===== config.mk =====
export PLATFORM = sky130hd
export DESIGN_NAME = id_regfile_scoreboard
export DESIGN_NICKNAME = d
export VERILOG_FILES = /design/src/rtl/id_rf_pkg.sv /design/src/rtl/sb_pending_cnt.sv /design/src/rtl/id_regfile_scoreboard.sv
export SDC_FILE = /design/constraint.sdc
export NUM_CORES = 2
export LEC_CHECK = 0
export BUFFER_PORTS_ARGS = -buffer_cell sky130_fd_sc_hd__buf_4
export CORE_MARGIN = 10
export CORE_UTILIZATION = 60
export CTS_CLUSTER_DIAMETER = 100
export DETAILED_ROUTE_END_ITERATION = 8
export HOLD_SLACK_MARGIN = 0.02
export PLACE_DENSITY = 0.77
export SLEW_MARGIN = 20
export SYNTH_ARGS = -nofsm -noshare
export SYNTH_HDL_FRONTEND = slang
export SYNTH_HIERARCHICAL = 1
export SYNTH_SLANG_ARGS = --single-unit

===== constraint.sdc =====
create_clock -name clk -period 47.1 [get_ports clk]
set_clock_uncertainty 0.05 [all_clocks]
set_input_delay 2.355 -clock clk [delete_from_list [all_inputs] [get_ports clk]]
set_output_delay 2.355 -clock clk [all_outputs]
set_load 0.02 [all_outputs]

===== src/rtl/id_rf_pkg.sv =====
// Shared constants and helpers for the ID-stage register file and pending-write scoreboard.
package id_rf_pkg;

    localparam int DEFAULT_DATA_W = 32;
    localparam int DEFAULT_ADDR_W = 5;
    localparam int DEFAULT_CNT_W  = 2;

    function automatic int maxCount(input int cntW);
        return (1 << cntW) - 1;
    endfunction

    // Low bit of element idx in a flattened vector of width-bit elements.
    function automatic int sliceLo(input int idx, input int width);
        return idx * width;
    endfunction

endpackage


===== src/rtl/sb_pending_cnt.sv =====
// One per-register pending-write counter: issue increments, write-backs decrement,
// flush clears; exposes the count net of this cycle's write-backs.
module sb_pending_cnt
    import id_rf_pkg::*;
#(
    parameter int CNT_W = DEFAULT_CNT_W,
    parameter int DEC_W = 1
) (
    input  logic             clk,
    input  logic             reset,
    input  logic             inc,
    input  logic [DEC_W-1:0] decCnt,
    input  logic             flush,
    output logic [CNT_W-1:0] cnt,
    output logic [CNT_W-1:0] eff,
    output logic             underflow
);

    localparam int SUM_W = ((CNT_W > DEC_W) ? CNT_W : DEC_W) + 1;

    logic [SUM_W-1:0] sumUp;
    logic [SUM_W-1:0] decExt;
    logic [SUM_W-1:0] cntExt;
    logic [SUM_W-1:0] nextVal;

    always_comb begin
        cntExt    = SUM_W'(cnt);
        sumUp     = cntExt + SUM_W'(inc);
        decExt    = SUM_W'(decCnt);
        underflow = decExt > sumUp;
        nextVal   = underflow ? '0 : (sumUp - decExt);
        eff       = (decExt >= cntExt) ? '0 : CNT_W'(cntExt - decExt);
    end

    // Issue logic never lets an increment land on a saturated counter without a
    // matching write-back, so the truncation below cannot wrap.
    always_ff @(posedge clk or posedge reset) begin
        if (reset) begin
            cnt <= '0;
        end else if (flush) begin
            cnt <= '0;
        end else begin
            cnt <= CNT_W'(nextVal);
        end
    end

endmodule


===== src/rtl/id_regfile_scoreboard.sv =====
// Decode-stage operand block: multi-port register file with WB->ID bypass and a
// per-register pending-write scoreboard producing the issue stall.
module id_regfile_scoreboard
    import id_rf_pkg::*;
#(
    parameter int DATA_W   = DEFAULT_DATA_W,
    parameter int ADDR_W   = DEFAULT_ADDR_W,
    parameter int NUM_RD   = 2,
    parameter int NUM_WB   = 1,
    parameter int CNT_W    = DEFAULT_CNT_W,
    parameter int ZERO_REG = 1
) (
    input  logic                     clk,
    input  logic                     reset,
    input  logic [NUM_RD-1:0]        rd_en,
    input  logic [NUM_RD*ADDR_W-1:0] rd_addr,
    output logic [NUM_RD*DATA_W-1:0] rd_data,
    input  logic [NUM_WB-1:0]        wb_en,
    input  logic [NUM_WB*ADDR_W-1:0] wb_addr,
    input  logic [NUM_WB*DATA_W-1:0] wb_data,
    input  logic                     issue_valid,
    input  logic                     issue_wr,
    input  logic [ADDR_W-1:0]        issue_dst,
    input  logic                     hold,
    input  logic                     flush_pending,
    output logic                     stall_out,
    output logic                     sb_err
);

    localparam int NREG  = 2 ** ADDR_W;
    localparam int DEC_W = $clog2(NUM_WB + 1);
    localparam logic [CNT_W-1:0] CNT_MAX = CNT_W'(maxCount(CNT_W));

    logic [DATA_W-1:0] regFile [NREG];
    logic [DEC_W-1:0]  decCnt  [NREG];
    logic [CNT_W-1:0]  cntArr  [NREG];
    logic [CNT_W-1:0]  effArr  [NREG];
    logic [NREG-1:0]   incVec;
    logic [NREG-1:0]   undfVec;

    logic [ADDR_W-1:0] rdAddrCur;
    logic [DATA_W-1:0] rdValCur;
    logic              rdIsZero;
    logic              srcHazard;
    logic              ovfHazard;
    logic              adv;

    always_ff @(posedge clk or posedge reset) begin
        if (reset) begin
            for (int i = 0; i < NREG; i++) begin
                regFile[i] <= '0;
            end
        end else begin
            // Later ports overwrite earlier ones, so the highest port wins on a tie.
            for (int w = 0; w < NUM_WB; w++) begin
                if (wb_en[w] && !(ZERO_REG != 0 && wb_addr[sliceLo(w, ADDR_W) +: ADDR_W] == '0)) begin
                    regFile[wb_addr[sliceLo(w, ADDR_W) +: ADDR_W]] <= wb_data[sliceLo(w, DATA_W) +: DATA_W];
                end
            end
        end
    end

    always_comb begin
        rd_data   = '0;
        srcHazard = 1'b0;
        rdAddrCur = '0;
        rdValCur  = '0;
        rdIsZero  = 1'b0;
        for (int p = 0; p < NUM_RD; p++) begin
            rdAddrCur = rd_addr[sliceLo(p, ADDR_W) +: ADDR_W];
            rdIsZero  = (ZERO_REG != 0) && (rdAddrCur == '0);
            rdValCur  = regFile[rdAddrCur];
            for (int w = 0; w < NUM_WB; w++) begin
                if (wb_en[w] && wb_addr[sliceLo(w, ADDR_W) +: ADDR_W] == rdAddrCur) begin
                    rdValCur = wb_data[sliceLo(w, DATA_W) +: DATA_W];
                end
            end
            if (rdIsZero) begin
                rdValCur = '0;
            end
            rd_data[sliceLo(p, DATA_W) +: DATA_W] = rdValCur;
            if (rd_en[p] && !rdIsZero && effArr[rdAddrCur] != '0) begin
                srcHazard = 1'b1;
            end
        end
    end

    always_comb begin
        for (int r = 0; r < NREG; r++) begin
            decCnt[r] = '0;
            if (!(ZERO_REG != 0 && r == 0)) begin
                for (int w = 0; w < NUM_WB; w++) begin
                    if (wb_en[w] && wb_addr[sliceLo(w, ADDR_W) +: ADDR_W] == ADDR_W'(r)) begin
                        decCnt[r] = decCnt[r] + DEC_W'(1);
                    end
                end
            end
        end
    end

    assign ovfHazard = issue_wr && (cntArr[issue_dst] == CNT_MAX) && (decCnt[issue_dst] == '0);
    assign stall_out = issue_valid && (srcHazard || ovfHazard);
    assign adv       = issue_valid && !stall_out && !hold;

    always_comb begin
        for (int r = 0; r < NREG; r++) begin
            incVec[r] = adv && issue_wr && (issue_dst == ADDR_W'(r)) && !(ZERO_REG != 0 && r == 0);
        end
    end

    for (genvar r = 0; r < NREG; r++) begin : gCnt
        sb_pending_cnt #(
            .CNT_W (CNT_W),
            .DEC_W (DEC_W)
        ) uCnt (
            .clk       (clk),
            .reset     (reset),
            .inc       (incVec[r]),
            .decCnt    (decCnt[r]),
            .flush     (flush_pending),
            .cnt       (cntArr[r]),
            .eff       (effArr[r]),
            .underflow (undfVec[r])
        );
    end

    always_ff @(posedge clk or posedge reset) begin
        if (reset) begin
            sb_err <= 1'b0;
        end else if (|undfVec) begin
            sb_err <= 1'b1;
        end
    end

endmodule

=== Word-level counts from Yosys, hierarchy flattened ===
Index checks and enable logic that the tools add are counted.

* Logic and storage cells: 540
* Bits in registers: 1089

* Mux-type cells: 154
* Order comparisons: 69
* Eq/ne operators: 65
* Add/sub/neg operators: 93
* Bitwise gates (word level): 5
* Reductions and logical operators: 89

{| class="wikitable"
|+ Operators with widths
! kind !! count
|-
| bitwise mux 1024 bit || 1
|-
| binary-select mux 32 bit (select 5 bit) || 2
|-
| two-way mux 32 bit || 9
|-
| two-way mux 2 bit || 102
|-
| demux 32 bit (select 5 bit) || 1
|-
| equality test 5 bit, second input constant || 32
|-
| subtractor 2 x 1 -> 2 bit || 62
|-
| adder 2 x 1 -> 3 bit || 31
|-
| > comparator 1 x 3 -> 1 bit || 31
|-
| equality test 5 x 4 -> 1 bit, second input constant || 16
|-
| logical AND 1 bit || 76
|-
| >= comparator 1 x 2 -> 1 bit || 31
|-
| equality test 5 x 3 -> 1 bit, second input constant || 8
|-
| two-way mux 1 bit || 35
|-
| OR reduction 32 bit || 1
|-
| binary-select mux 2 bit (select 5 bit) || 3
|-
| >= comparator 6 bit, second input constant || 4
|-
| NOT 5 -> 6 bit || 4
|-
| equality test 5 x 2 -> 1 bit, second input constant || 4
|-
| zero test 5 bit || 3
|-
| equality test 5 x 1 -> 1 bit, second input constant || 2
|-
| equality test 5 bit || 2
|-
| < comparator 6 x 1 -> 1 bit, second input constant || 1
|-
| nonzero test 2 bit || 3
|-
| other kinds (7) || 11
|}

=== Depth between registers and ports, before layout ===
* Word-level depth: 23
* Depth in mapped cells: 26
* Gate-level depth less buffers: 22

=== Modules after synthesis ===
Netlist, hierarchy kept.

{| class="wikitable"
|+ Modules (own cells, without submodules)
! module !! area an instance (um2) !! seq. area each (um2) !! cells an instance !! times used
|-
| id_regfile_scoreboard || 57107.3 || 25649.6 || 4749 || 1
|-
| sb_pending_cnt || 221.5 || 50.0 || 24 || 32
|}

=== Worst setup path after synthesis ===
OpenSTA, ideal clock, no wires.

* Path type: input to output
* From: input wb_addr[0]
* To: output stall_out
* Stages on the path: 16
* Arrival: 5.756 ns
* Path buffers: 4
* Path slack: 38.939 ns
* Path through: buf_2 nand4_1 nand2b_1 clkbuf_1 inv_1 buf_1 ha_1 ha_1 a211oi_1 nor2_1 mux4_2 nor2b_1 or4_4 o211ai_4 buf_6 o21a_1

{| class="wikitable"
|+ RTL lines
! element !! RTL line !! text
|-
| from (decl) || id_regfile_scoreboard.sv:19 || <nowiki>input logic [NUM_WB*ADDR_W-1:0] wb_addr,</nowiki>
|-
| to (decl) || id_regfile_scoreboard.sv:26 || <nowiki>output logic stall_out,</nowiki>
|}

==> impl_metrics.sql <==
INSERT INTO impl_metrics (metric_group, metric, value, unit) VALUES
('run_status', 'status', 'finished, final reports clean', ''),
('global_routing', 'number_of_global_route_vias_before_repair', '48600', ''),
('timing', 'maxSlewViolCount', '0', ''),
('worst_setup_path', 'crit_path_frequent_cell', 'sky130_fd_sc_hd__buf_4', ''),
('worst_setup_path', 'timing_worst_setup_path_type', 'input pin to output pin', ''),
('detailed_routing', 'routed-via-count', '47500', ''),
('finish', 'design_area', '69600', 'um2'),
('die', 'design.die.area', '120000', 'um2'),
('worst_setup_path', 'worst_r2r_path_depth', '18', ''),
('timing', 'post-route-min-period', '9600', 'ps'),
('finish', 'area_used_by_multi_input_combinational_logic', '34200', 'um2'),
('timing', 'setup-violations-final', '0', ''),
('synthesis', 'synthTopCellsByArea', 'sky130_fd_sc_hd__dfrtp_1 42%, sky130_fd_sc_hd__mux4_2 22%, sky130_fd_sc_hd__mux2_2 9.2%', ''),
('cts', 'clock_latency', '730', 'ps'),
('finish', 'layout-area-overhead-vs-synth', '8.49', '%'),
('global_routing', 'antenna_violations_before_repair', '10', ''),
('cts', 'cts_buffer_count', '113', ''),
('synthesis', 'synth_xor_area_share', '0.614', '%'),
('pwr', 'irDropWorstVdd', '34.5', 'uV'),
('synthesis', 'muxShareOfSynthArea', '32.3', '%'),
('detailed_routing', 'detail_route.vias_per_cell', '6.94', ''),
('cts', 'clock_tree_from_tritoncts', 'yes', ''),
('global_routing', 'global_route.overflow_total', '0', ''),
('worst_setup_path', 'critical_path_required', '44690', 'ps'),
('worst_setup_path', 'worstSetupStartpointType', 'input pin', ''),
('worst_setup_path', 'timing.critical_path.fanout_max', '35', ''),
('timing', 'crit_share_post_route', '20.4', '%'),
('worst_setup_path', 'slowest_cell_delay_on_critical_path', '720', 'ps'),
('synthesis', 'synth-compound-area-share', '3.12', '%'),
('timing', 'timing.max_slew.rel_slack', '27.2', '%'),
('cts', 'setup_buffers_after_cts', '0', ''),
('synthesis', 'synth.top_cell.area_share', '42.5', '%'),
('finish', 'mostFrequentLayoutCell', 'sky130_fd_sc_hd__nand2_1', ''),
('worst_setup_path', 'timing.critical_path.cells', 'buf_4 > nand4_1 > nand2b_2 > buf_4 > inv_2 > ha_1 > ha_1 > a211oi_1 > nor2_1 > mux4_2 > nor2b_1 > or4_4 > o211ai_4 > buf_4 > o21a_1 > buf_4', ''),
('cts', 'h_tree_lvl_count', '3', ''),
('synthesis', 'synth-seq-area-share', '42.5', '%'),
('worst_hold_path', 'hold_path.class', 'register to register', ''),
('timing', 'grt_setup_unrepaired', 'false', ''),
('synthesis', 'synth_seq_cells', '1089', ''),
('cts', 'cts.hold.buffers_added', '0', ''),
('cts', 'postCtsResizedCells', '0', ''),
('cts', 'cts.sinks', '1089', ''),
('die', 'die-height', '347', 'um'),
('synthesis', 'post_synth_instance_area', '64200', 'um2'),
('global_routing', 'grt.total_usage', '33.2', '%'),
('detailed_routing', 'postRouteWirelength', '201', 'mm'),
('timing', 'setup-tns-final', '0', 'ps'),
('timing', 'finalHoldWorstSlack', '342', 'ps'),
('synthesis', 'syn-mean-instance-area', '11.6', 'um2'),
('detailed_routing', 'drt_iter0_drc', '6067', ''),
('finish', 'drive_gt1_share', '29.4', '%'),
('cts', 'worst_setup_hold_path_clk_slew', '60', 'ps'),
('die', 'row_count', '119', ''),
('finish', 'layout.cells.most_common_list', '1,526 x sky130_fd_sc_hd__nand2_1, 1,089 x sky130_fd_sc_hd__dfrtp_1, 624 x sky130_fd_sc_hd__mux4_2', ''),
('finish', 'num-fill-cells', '7568', ''),
('synthesis', 'synth_async_sr_flop_share', '100', '%'),
('synthesis', 'synth.largest_area_cell', 'sky130_fd_sc_hd__dfrtp_1', ''),
('worst_setup_path', 'worst_setup_path_end_kind', 'output pin', ''),
('detailed_routing', 'detail_route.first_pass.iterations', '7', ''),
('synthesis', 'synth-warning-count', '6', ''),
('detailed_routing', 'antenna_violation_net_count_after_detailed_routing', '0', ''),
('placed_design', 'gp_congestion', '0.917', ''),
('die', 'fp.coreArea', '106000', 'um2'),
('synthesis', 'yosys.area_share.adder', '4.37', '%'),
('global_routing', 'largest_net_degree_at_the_start_of_global_routing', '165', ''),
('detailed_routing', 'drcViolationCount', '0', ''),
('synthesis', 'simple_logic_cell_fraction_of_the_synthesized_area', '12.5', '%'),
('synthesis', 'synthFlopType', 'sky130_fd_sc_hd__dfrtp_1', ''),
('worst_hold_path', 'timing.hold.worst_path_depth', '0', ''),
('worst_setup_path', 'critical_path_arrival', '7200', 'ps'),
('synthesis', 'synth_edf_count', '0', '');
==> final timing paths <==
kind	start	to	slack [ps]
worst max-delay path	wb_addr[2]	stall_out	37500
worst min-delay path	regFile[1013]	regFile[1013]	340
worst max register to register	gCnt[4].uCnt/cnt[0]	sb_err	41390
worst min register to register	regFile[1013]	regFile[1013]	340
max in group asynchronous	reset	regFile[565]	42550
min in group asynchronous	reset	gCnt[26].uCnt/cnt[0]	1710
==> cell usage after synthesis (all sizes together), types with 2 or more instances <==
cell type / n
nand2: 1532
dfrtp: 1089
mux4: 624
mux2: 524
clkbuf: 269
ha: 224
buf: 217
inv: 215
a21oi: 92
mux2i: 79
o21ai: 79
nor2: 72
nor3: 72
a211oi: 58
nor2b: 58
nand2b: 37
xnor2: 35
and2: 34
or3b: 33
o32ai: 32
nor4: 28
and3: 12
o211ai: 12
nand3: 11
nor3b: 11
xor2: 10
a311oi: 8
nand4: 8
or3: 5
a22o: 4
a22oi: 4
or4: 4
a2111oi: 3
a211o: 3
a31oi: 2
o2111ai: 2
or2: 2
==> metrics by stage <==
stage               setup slack, ps  cells  util [%]  total power, mW
detailed placement            37530   6635      62.1             1.80
CTS                           37550   6841      65.8             2.75
global placement              37580   6635      62.1             1.77
finish                        37500   6854      65.9             2.75
floorplan                     15850   5520         -             1.64
global route                  37370   6845      65.9             2.85
==> cell families after synthesis <==
kind of cell | after synthesis
adder cells (fa/ha/maj) | 224
multiplexers | 1227
AND/OR/NAND/NOR | 1921
buffers and inverters | 701
other | 1
XOR/XNOR | 45
flip-flops | 1089
AO/OA/AOI/OAI | 309
==> layout make-up <==
type / instances / share of cell area [%]
timing repair buffer: 211 / 2.40
inverter: 215 / 1.18
clock inverter: 45 / 0.909
multi-input combinational: 3730 / 49.1
sequential: 1089 / 39.1
antenna: 12 / 0.0431
tap: 1391 / 2.50
clock buffer: 161 / 4.76
==> layer usage <==
layer	GRT usage, %	vias up	wire, um
met1	42.4	24400	72800
met4	19.2	10	12300
met2	51.0	3190	92500
met5	0	-	76
met3	8.97	769	23600
li1	-	19200	-
==> critical path, delay by kind of cell <==
| family | cells | cell delay (ps) |
|---|---|---|
| adder cells (fa/ha/maj) | 2 | 520 |
| AO/OA/AOI/OAI | 3 | 500 |
| AND/OR/NAND/NOR | 5 | 1510 |
| buffers and inverters | 5 | 1820 |
| multiplexers | 1 | 460 |
==> sequential cells by signal, indices dropped and copies added, names as in the netlist <==
signal / flops
regFile: 1024
gCnt.uCnt/cnt: 64
sb_err: 1
==> power breakdown <==
part | total, mW | switching (mW) | internal, mW
Clock | 0.953 | 0.397 | 0.556
Sequential | 1.23 | 0.128 | 1.10
Combinational | 0.574 | 0.258 | 0.316
Note: power is estimated with default switching activity, not from simulation.
